===== config.mk =====
export PLATFORM = sky130hd
export DESIGN_NAME = mpt_walk_arbiter
export DESIGN_NICKNAME = d
export VERILOG_FILES = /design/src/rtl/mpt_walk_arbiter.sv
export SDC_FILE = /design/constraint.sdc
export NUM_CORES = 1
export LEC_CHECK = 0
export ABC_AREA = 1
export BUFFER_PORTS_ARGS = -buffer_cell sky130_fd_sc_hd__buf_4
export CORE_ASPECT_RATIO = 1.1
export CORE_UTILIZATION = 41
export DETAILED_ROUTE_END_ITERATION = 10
export PLACE_DENSITY_LB_ADDON = 0.08
export SLEW_MARGIN = 20
export SYNTH_ARGS = -nofsm -noshare
export SYNTH_HDL_FRONTEND = slang
export SYNTH_SLANG_ARGS = --single-unit

===== constraint.sdc =====
create_clock -name clk_i -period 2.5 [get_ports clk_i]
set_clock_uncertainty 0.2 [all_clocks]
set_input_delay 0.75 -clock clk_i [delete_from_list [all_inputs] [get_ports clk_i]]
set_output_delay 0.75 -clock clk_i [all_outputs]
set_load 0.02 [all_outputs]

===== src/rtl/mpt_walk_arbiter.sv =====
// mpt_walk_arbiter: shares one MPT page-table walker between N_REQ requesters.
// Requesters are served round-robin, one walk at a time. The walker's
// permission result is combined with the requested access type into a single
// allow/deny response. A flush drains any in-flight walk and drops its result.

package mpt_pkg;

    localparam int PLEN = 56;

    typedef enum logic [1:0] {
        ACCESS_NONE  = 2'b00,
        ACCESS_READ  = 2'b01,
        ACCESS_WRITE = 2'b10,
        ACCESS_EXEC  = 2'b11
    } mpt_access_e;

    typedef enum logic [1:0] {
        DISALLOWED = 2'b00,
        ALLOW_RX   = 2'b01,
        ALLOW_RW   = 2'b10,
        ALLOW_RWX  = 2'b11
    } TLB_permissions_e;

    typedef enum logic [2:0] {
        NO_ERROR           = 3'b000,
        ILLEGAL_MODE       = 3'b001,
        RESERVED_BITS_SET  = 3'b010,
        INVALID_MPTL1_INFO = 3'b011,
        INVALID_MPTL2_INFO = 3'b100
    } page_format_fault_e;

endpackage

module mpt_walk_arbiter #(
    parameter int N_REQ = 3,
    parameter int PLEN  = mpt_pkg::PLEN
) (
    input  logic                    clk_i,
    input  logic                    rst_ni,
    input  logic                    flush_i,

    input  logic [N_REQ-1:0]        req_valid_i,
    output logic [N_REQ-1:0]        req_ready_o,
    input  logic [N_REQ*PLEN-1:0]   req_paddr_i,
    input  logic [N_REQ*2-1:0]      req_access_i,

    output logic                    walk_valid_o,
    input  logic                    walk_ready_i,
    output logic [PLEN-1:0]         walk_paddr_o,
    input  logic                    walk_done_i,
    input  logic [1:0]              walk_perm_i,
    input  logic [2:0]              walk_fault_i,

    output logic [N_REQ-1:0]        rsp_valid_o,
    output logic                    rsp_allow_o,
    output logic [2:0]              rsp_fault_o,
    output logic                    busy_o
);

    localparam int IDX_W = (N_REQ > 1) ? $clog2(N_REQ) : 1;

    typedef enum logic [2:0] {
        IDLE,
        ISSUE,
        WAIT,
        RESP,
        DRAIN
    } state_e;

    state_e                    state_q;
    logic [IDX_W-1:0]          rr_ptr_q;
    logic [IDX_W-1:0]          owner_q;
    logic [PLEN-1:0]           paddr_q;
    mpt_pkg::mpt_access_e      access_q;
    logic                      walk_valid_q;
    logic [N_REQ-1:0]          rsp_valid_q;
    logic                      rsp_allow_q;
    logic [2:0]                rsp_fault_q;

    logic [IDX_W-1:0]          winner;
    logic                      any_valid;
    logic                      grant;
    logic [PLEN-1:0]           winner_paddr;
    mpt_pkg::mpt_access_e      winner_access;

    // Index (base + offset) modulo N_REQ; offset is always below N_REQ.
    function automatic logic [IDX_W-1:0] wrap_idx(input logic [IDX_W-1:0] base, input int offset);
        int sum;
        sum = int'(base) + offset;
        if (sum >= N_REQ) begin
            sum = sum - N_REQ;
        end
        return IDX_W'(sum);
    endfunction

    // One-hot vector with only bit idx set.
    function automatic logic [N_REQ-1:0] onehot(input logic [IDX_W-1:0] idx);
        logic [N_REQ-1:0] v;
        v      = '0;
        v[idx] = 1'b1;
        return v;
    endfunction

    // Permission check for a walk that completed without a format fault.
    function automatic logic allow_decode(input mpt_pkg::mpt_access_e acc, input logic [1:0] perm);
        logic ok;
        ok = 1'b0;
        case (acc)
            mpt_pkg::ACCESS_READ:  ok = (perm != mpt_pkg::DISALLOWED);
            mpt_pkg::ACCESS_WRITE: ok = (perm == mpt_pkg::ALLOW_RW) || (perm == mpt_pkg::ALLOW_RWX);
            mpt_pkg::ACCESS_EXEC:  ok = (perm == mpt_pkg::ALLOW_RX) || (perm == mpt_pkg::ALLOW_RWX);
            default:               ok = 1'b0;
        endcase
        return ok;
    endfunction

    // Round-robin search: scanning offsets from high to low and overwriting
    // leaves the requester closest to rr_ptr as the winner.
    always_comb begin
        winner    = '0;
        any_valid = 1'b0;
        for (int k = N_REQ - 1; k >= 0; k--) begin
            if (req_valid_i[wrap_idx(rr_ptr_q, k)]) begin
                winner    = wrap_idx(rr_ptr_q, k);
                any_valid = 1'b1;
            end
        end
    end

    // Grant qualification and selection of the winner's address and access.
    // Ready is also held low while reset is asserted so every output is zero then.
    always_comb begin
        grant         = (state_q == IDLE) && !flush_i && any_valid;
        req_ready_o   = (grant && rst_ni) ? onehot(winner) : '0;
        winner_paddr  = req_paddr_i[int'(winner)*PLEN +: PLEN];
        winner_access = mpt_pkg::mpt_access_e'(req_access_i[int'(winner)*2 +: 2]);
    end

    // Main controller: grant, issue, wait for completion, respond or drain.
    // A flush that lands on the same cycle the walker accepts the request still
    // has a walk in flight, so that case drains instead of returning to IDLE.
    always_ff @(posedge clk_i or negedge rst_ni) begin
        if (!rst_ni) begin
            state_q      <= IDLE;
            rr_ptr_q     <= '0;
            owner_q      <= '0;
            paddr_q      <= '0;
            access_q     <= mpt_pkg::ACCESS_NONE;
            walk_valid_q <= 1'b0;
            rsp_valid_q  <= '0;
            rsp_allow_q  <= 1'b0;
            rsp_fault_q  <= '0;
        end else begin
            case (state_q)
                IDLE: begin
                    if (grant) begin
                        paddr_q  <= winner_paddr;
                        access_q <= winner_access;
                        owner_q  <= winner;
                        rr_ptr_q <= wrap_idx(winner, 1);
                        if (winner_access == mpt_pkg::ACCESS_NONE) begin
                            state_q     <= RESP;
                            rsp_valid_q <= onehot(winner);
                            rsp_allow_q <= 1'b0;
                            rsp_fault_q <= mpt_pkg::NO_ERROR;
                        end else begin
                            state_q      <= ISSUE;
                            walk_valid_q <= 1'b1;
                        end
                    end
                end

                ISSUE: begin
                    if (walk_ready_i) begin
                        walk_valid_q <= 1'b0;
                        state_q      <= flush_i ? DRAIN : WAIT;
                    end else if (flush_i) begin
                        walk_valid_q <= 1'b0;
                        state_q      <= IDLE;
                    end
                end

                WAIT: begin
                    if (walk_done_i) begin
                        if (flush_i) begin
                            state_q <= IDLE;
                        end else begin
                            state_q     <= RESP;
                            rsp_valid_q <= onehot(owner_q);
                            rsp_fault_q <= walk_fault_i;
                            rsp_allow_q <= (walk_fault_i == mpt_pkg::NO_ERROR) &&
                                           allow_decode(access_q, walk_perm_i);
                        end
                    end else if (flush_i) begin
                        state_q <= DRAIN;
                    end
                end

                RESP: begin
                    rsp_valid_q <= '0;
                    rsp_allow_q <= 1'b0;
                    rsp_fault_q <= '0;
                    state_q     <= IDLE;
                end

                DRAIN: begin
                    if (walk_done_i) begin
                        state_q <= IDLE;
                    end
                end

                default: begin
                    state_q      <= IDLE;
                    walk_valid_q <= 1'b0;
                    rsp_valid_q  <= '0;
                    rsp_allow_q  <= 1'b0;
                    rsp_fault_q  <= '0;
                end
            endcase
        end
    end

    // Outputs come straight from registers.
    always_comb begin
        walk_valid_o = walk_valid_q;
        walk_paddr_o = paddr_q;
        rsp_valid_o  = rsp_valid_q;
        rsp_allow_o  = rsp_allow_q;
        rsp_fault_o  = rsp_fault_q;
        busy_o       = (state_q != IDLE);
    end

endmodule


==> results.py <==
metrics = {
    "drt": {
        "vias_per_cell": 5.378,
        "drt_iter0_drc": 140,
        "drc_errors": 0,
        "drt-total-wl_um": 18110,
        "first_pass_iters": 4,
        "antenna_left": 0,
        "vias": 5104,
        "wl_per_cell_um": 19.08,
    },
    "placed_design": {
        "place_hpwl_um": 11670,
        "io_buffer_count": 254,
        "routabilityCongestion": 0.8600,
        "dp.cells": 904,
    },
    "power": {
        "peakVddDrop_mv": 0.8998,
        "leakagePower_nw": 3.926,
        "p_per_area_nw_per_um2": 1766,
    },
    "clock_network": {
        "clkLatencyLatePin_ps": 330,
        "htreeDepth": 3,
        "cts_buffers": 9,
        "root_buffer": "clkbuf_16",
        "clock-sinks": 73,
        "clk_transition_reported_paths_ps": 60,
        "cts_tree": "built",
        "hold_buffers": 0,
        "cts_buffer_depth": 2,
    },
    "global_route": {
        "grt_pass1_wl_um": 24180,
        "antenna_found_initial": 0,
        "grt.total_usage": 0.2756,
        "grt_pass1_vias": 5042,
        "overflow": 0,
        "grt_start_max_net_pins": 74,
    },
    "final_layout": {
        "drive_above_1_share": 0.6774,
        "post-route-util": 0.8034,
        "fin_nets": 994,
        "regArea_um2": 1828,
        "syn_to_final_growth_pct": 87.09,
        "filler_cell_count": 655,
        "diodes": 0,
        "multiInputGateArea_um2": 3239,
        "fin_cells": 949,
    },
    "worst_setup_path": {
        "crit_buf_inv": 5,
        "crit_family": "buffers and inverters",
        "crit-reg2reg-launch": "rr_ptr_q[1]$_DFFE_PN0P_",
        "crit_path_top_delay_cell": "dfrtp_2",
        "rrSetupSlack_ps": -120,
        "crit_path_max_fanout": 4,
        "critPathLaunchType": "flop",
        "crit_chain": "buf_4 > ha_4 > inv_1 > nand2_1 > o211ai_1 > nand2_4 > inv_4 > ha_4 > inv_4 > nor2_4 > buf_6",
        "arrival_ps": 2110,
        "end_kind": "primary output",
        "worstPathRequired_ps": 1550,
        "cpPeakStageDelay_ps": 440,
        "r2r-end": "rsp_fault_o[0]$_DFFE_PN0P_",
        "r2r_cells": 16,
        "worstSetupPathType": "flop to primary output",
    },
    "die": {
        "rows": 39,
        "core_um2": 10590,
        "dieArea_um2": 11520,
        "ios": 255,
        "start_util": 0.4294,
        "die_h_um": 112.5,
        "die_x_um": 102.4,
    },
    "logic_synthesis": {
        "syn-num-nets": 694,
        "synth.area.top_cells": "dfrtp_1 (40%), a22oi_2 (9.9%), nor2_1 (9.6%)",
        "synth_seq_cells": 73,
        "syn_inst": 501,
        "yosysSeqAreaShare": 0.4018,
        "post-synth-top-count-cell": "nor2_1",
        "synth_cell_type_count": 31,
        "synth_ff_type": "dfrtp_1",
        "synth-async-reset-ratio": 1.000,
        "yosysWarningCount": 0,
        "synth_edf_count": 0,
        "syn_area_um2": 4547,
        "syn_area_per_cell_um2": 9.076,
        "synth_top_area_frac": 0.4018,
        "synth_commonest_cells": "nor2_1 (116), dfrtp_1 (73), nand2_1 (70)",
        "synth_top_area_cell": "dfrtp_1",
    },
    "timing": {
        "relSlewSlack": 0.3650,
        "post-route-worst-setup-slack_ps": -562.9,
        "maxSlewViolCount": 0,
        "tns_ps": -1987,
        "finalHoldViolCount": 0,
        "rsz0062_at_grt": "yes",
        "finalCritPeriodShare": 1.225,
        "tightest_slew_ps": 952.4,
        "fin_crit_ps": 3063,
        "finalSetupViolCount": 13,
        "hold_slack_ps": 278.1,
        "fmax_mhz": 326.5,
    },
    "hold_path": {
        "hold_class": "flop to flop",
        "whs_endpoint": "walk_valid_o$_DFFE_PN0P_",
        "hold_depth": 2,
        "hp-start": "walk_valid_o$_DFFE_PN0P_",
    },
    "run": {
        "maxCapViolCount": 0,
    },
    "outcome": {
        "outcome": "complete, but fails checks",
        "violations": "setup timing",
    },
}
==> cell type report <==
cell class / instances / area share
multi-input combinational: 370 / 0.3808
timing repair buffer: 319 / 0.3309
sequential: 73 / 0.2149
clock buffer: 11 / 0.02853
tap: 143 / 0.02103
inverter: 28 / 0.01736
clock inverter: 5 / 0.006472
==> worst reg2reg max path, delay by kind of cell, from the launching register on <==
family                   cells  cell delay (ps)
buffers and inverters        6              780
AND/OR/NAND/NOR              8              650
flip-flops                   1              440
AO/OA/AOI/OAI                1              280
adder cells (fa/ha/maj)      1              160
==> cell usage in the layout (no fill, tap or decap), drive strengths merged <==
master / count
nor4: 1
clkinv: 3
dfrtp: 73
a31oi: 1
or2: 4
o211ai: 6
bufinv: 1
nand4: 1
nand2: 83
ha: 6
nor3: 2
o21ai: 8
o31ai: 52
nand3: 28
buf: 308
o32ai: 3
clkbuf: 22
o22ai: 3
clkinvlp: 2
nor2: 116
inv: 27
a21oi: 4
a22oi: 52
==> how the worst max path moves through the flow <==
stage	slack, ps	start	to	depth (start not counted)
floorplan	-60	req_valid_i[1]	req_ready_o[2]	9
global placement	-330	req_valid_i[0]	req_ready_o[1]	13
detailed placement	-380	req_valid_i[0]	req_ready_o[1]	13
CTS	-520	rr_ptr_q[0]$_DFFE_PN0P_	req_ready_o[2]	13
global route	-680	rr_ptr_q[1]$_DFFE_PN0P_	req_ready_o[1]	13
finish	-560	rr_ptr_q[1]$_DFFE_PN0P_	req_ready_o[2]	11
==> kinds of logic (layout without fill, tap and decap cells) <==
| kind of cell | Yosys count | count (layout) | synth area share |
|---|---|---|---|
| adders and majority gates | 6 | 6 | 0.01651 |
| DFF | 73 | 73 | 0.4018 |
| and+or+nand+nor | 234 | 235 | 0.2179 |
| AOI/OAI and AO/OA | 129 | 129 | 0.2870 |
| buffers and inverters | 59 | 363 | 0.07677 |
==> routing by layer <==
layer	vias up	wire length [µm]	global-route usage	part of all wire
met5	-	0	0	0
met4	0	656	0.1486	0.036
met3	55	1249	0.06227	0.069
met2	249	9784	0.4846	0.54
met1	2438	6414	0.3033	0.35
li1	2362	-	-	-
==> flip-flops by register name, summed over array words and instances (netlist names) <==
| signal | count |
|---|---|
| walk_paddr_o | 56 |
| access_q | 2 |
| walk_valid_o | 1 |
| rsp_fault_o | 3 |
| rsp_allow_o | 1 |
| rsp_valid_o | 3 |
| rr_ptr_q | 2 |
| owner_q | 2 |
| state_q | 3 |
==> power by group <==
group | total [mW] | internal (mW) | switching, mW
logic | 11.5 | 5.31 | 6.24
clock network | 1.29 | 0.796 | 0.499
registers | 2.18 | 1.77 | 0.407
total | 15.0 | 7.88 | 7.15
==> repair_timing <==
item,4_1_cts,5_1_grt
gates cloned,0,14
setup buffers,10,11
gates resized for setup,54,134
endpoints found under the setup margin,12,71
pin swaps,16,26
==> stage by stage <==
stage	setup WS, ps	total power, mW	instance area [µm²]
after global placement	-328.1	9.880	6905
final	-562.9	15.02	8507
after global routing	-682.3	15.88	8507
after CTS	-524.2	11.96	7448
after detailed placement	-381.3	10.04	6905
after floorplan	-58.09	7.286	4676
Note: power is estimated with default switching activity, not from simulation.
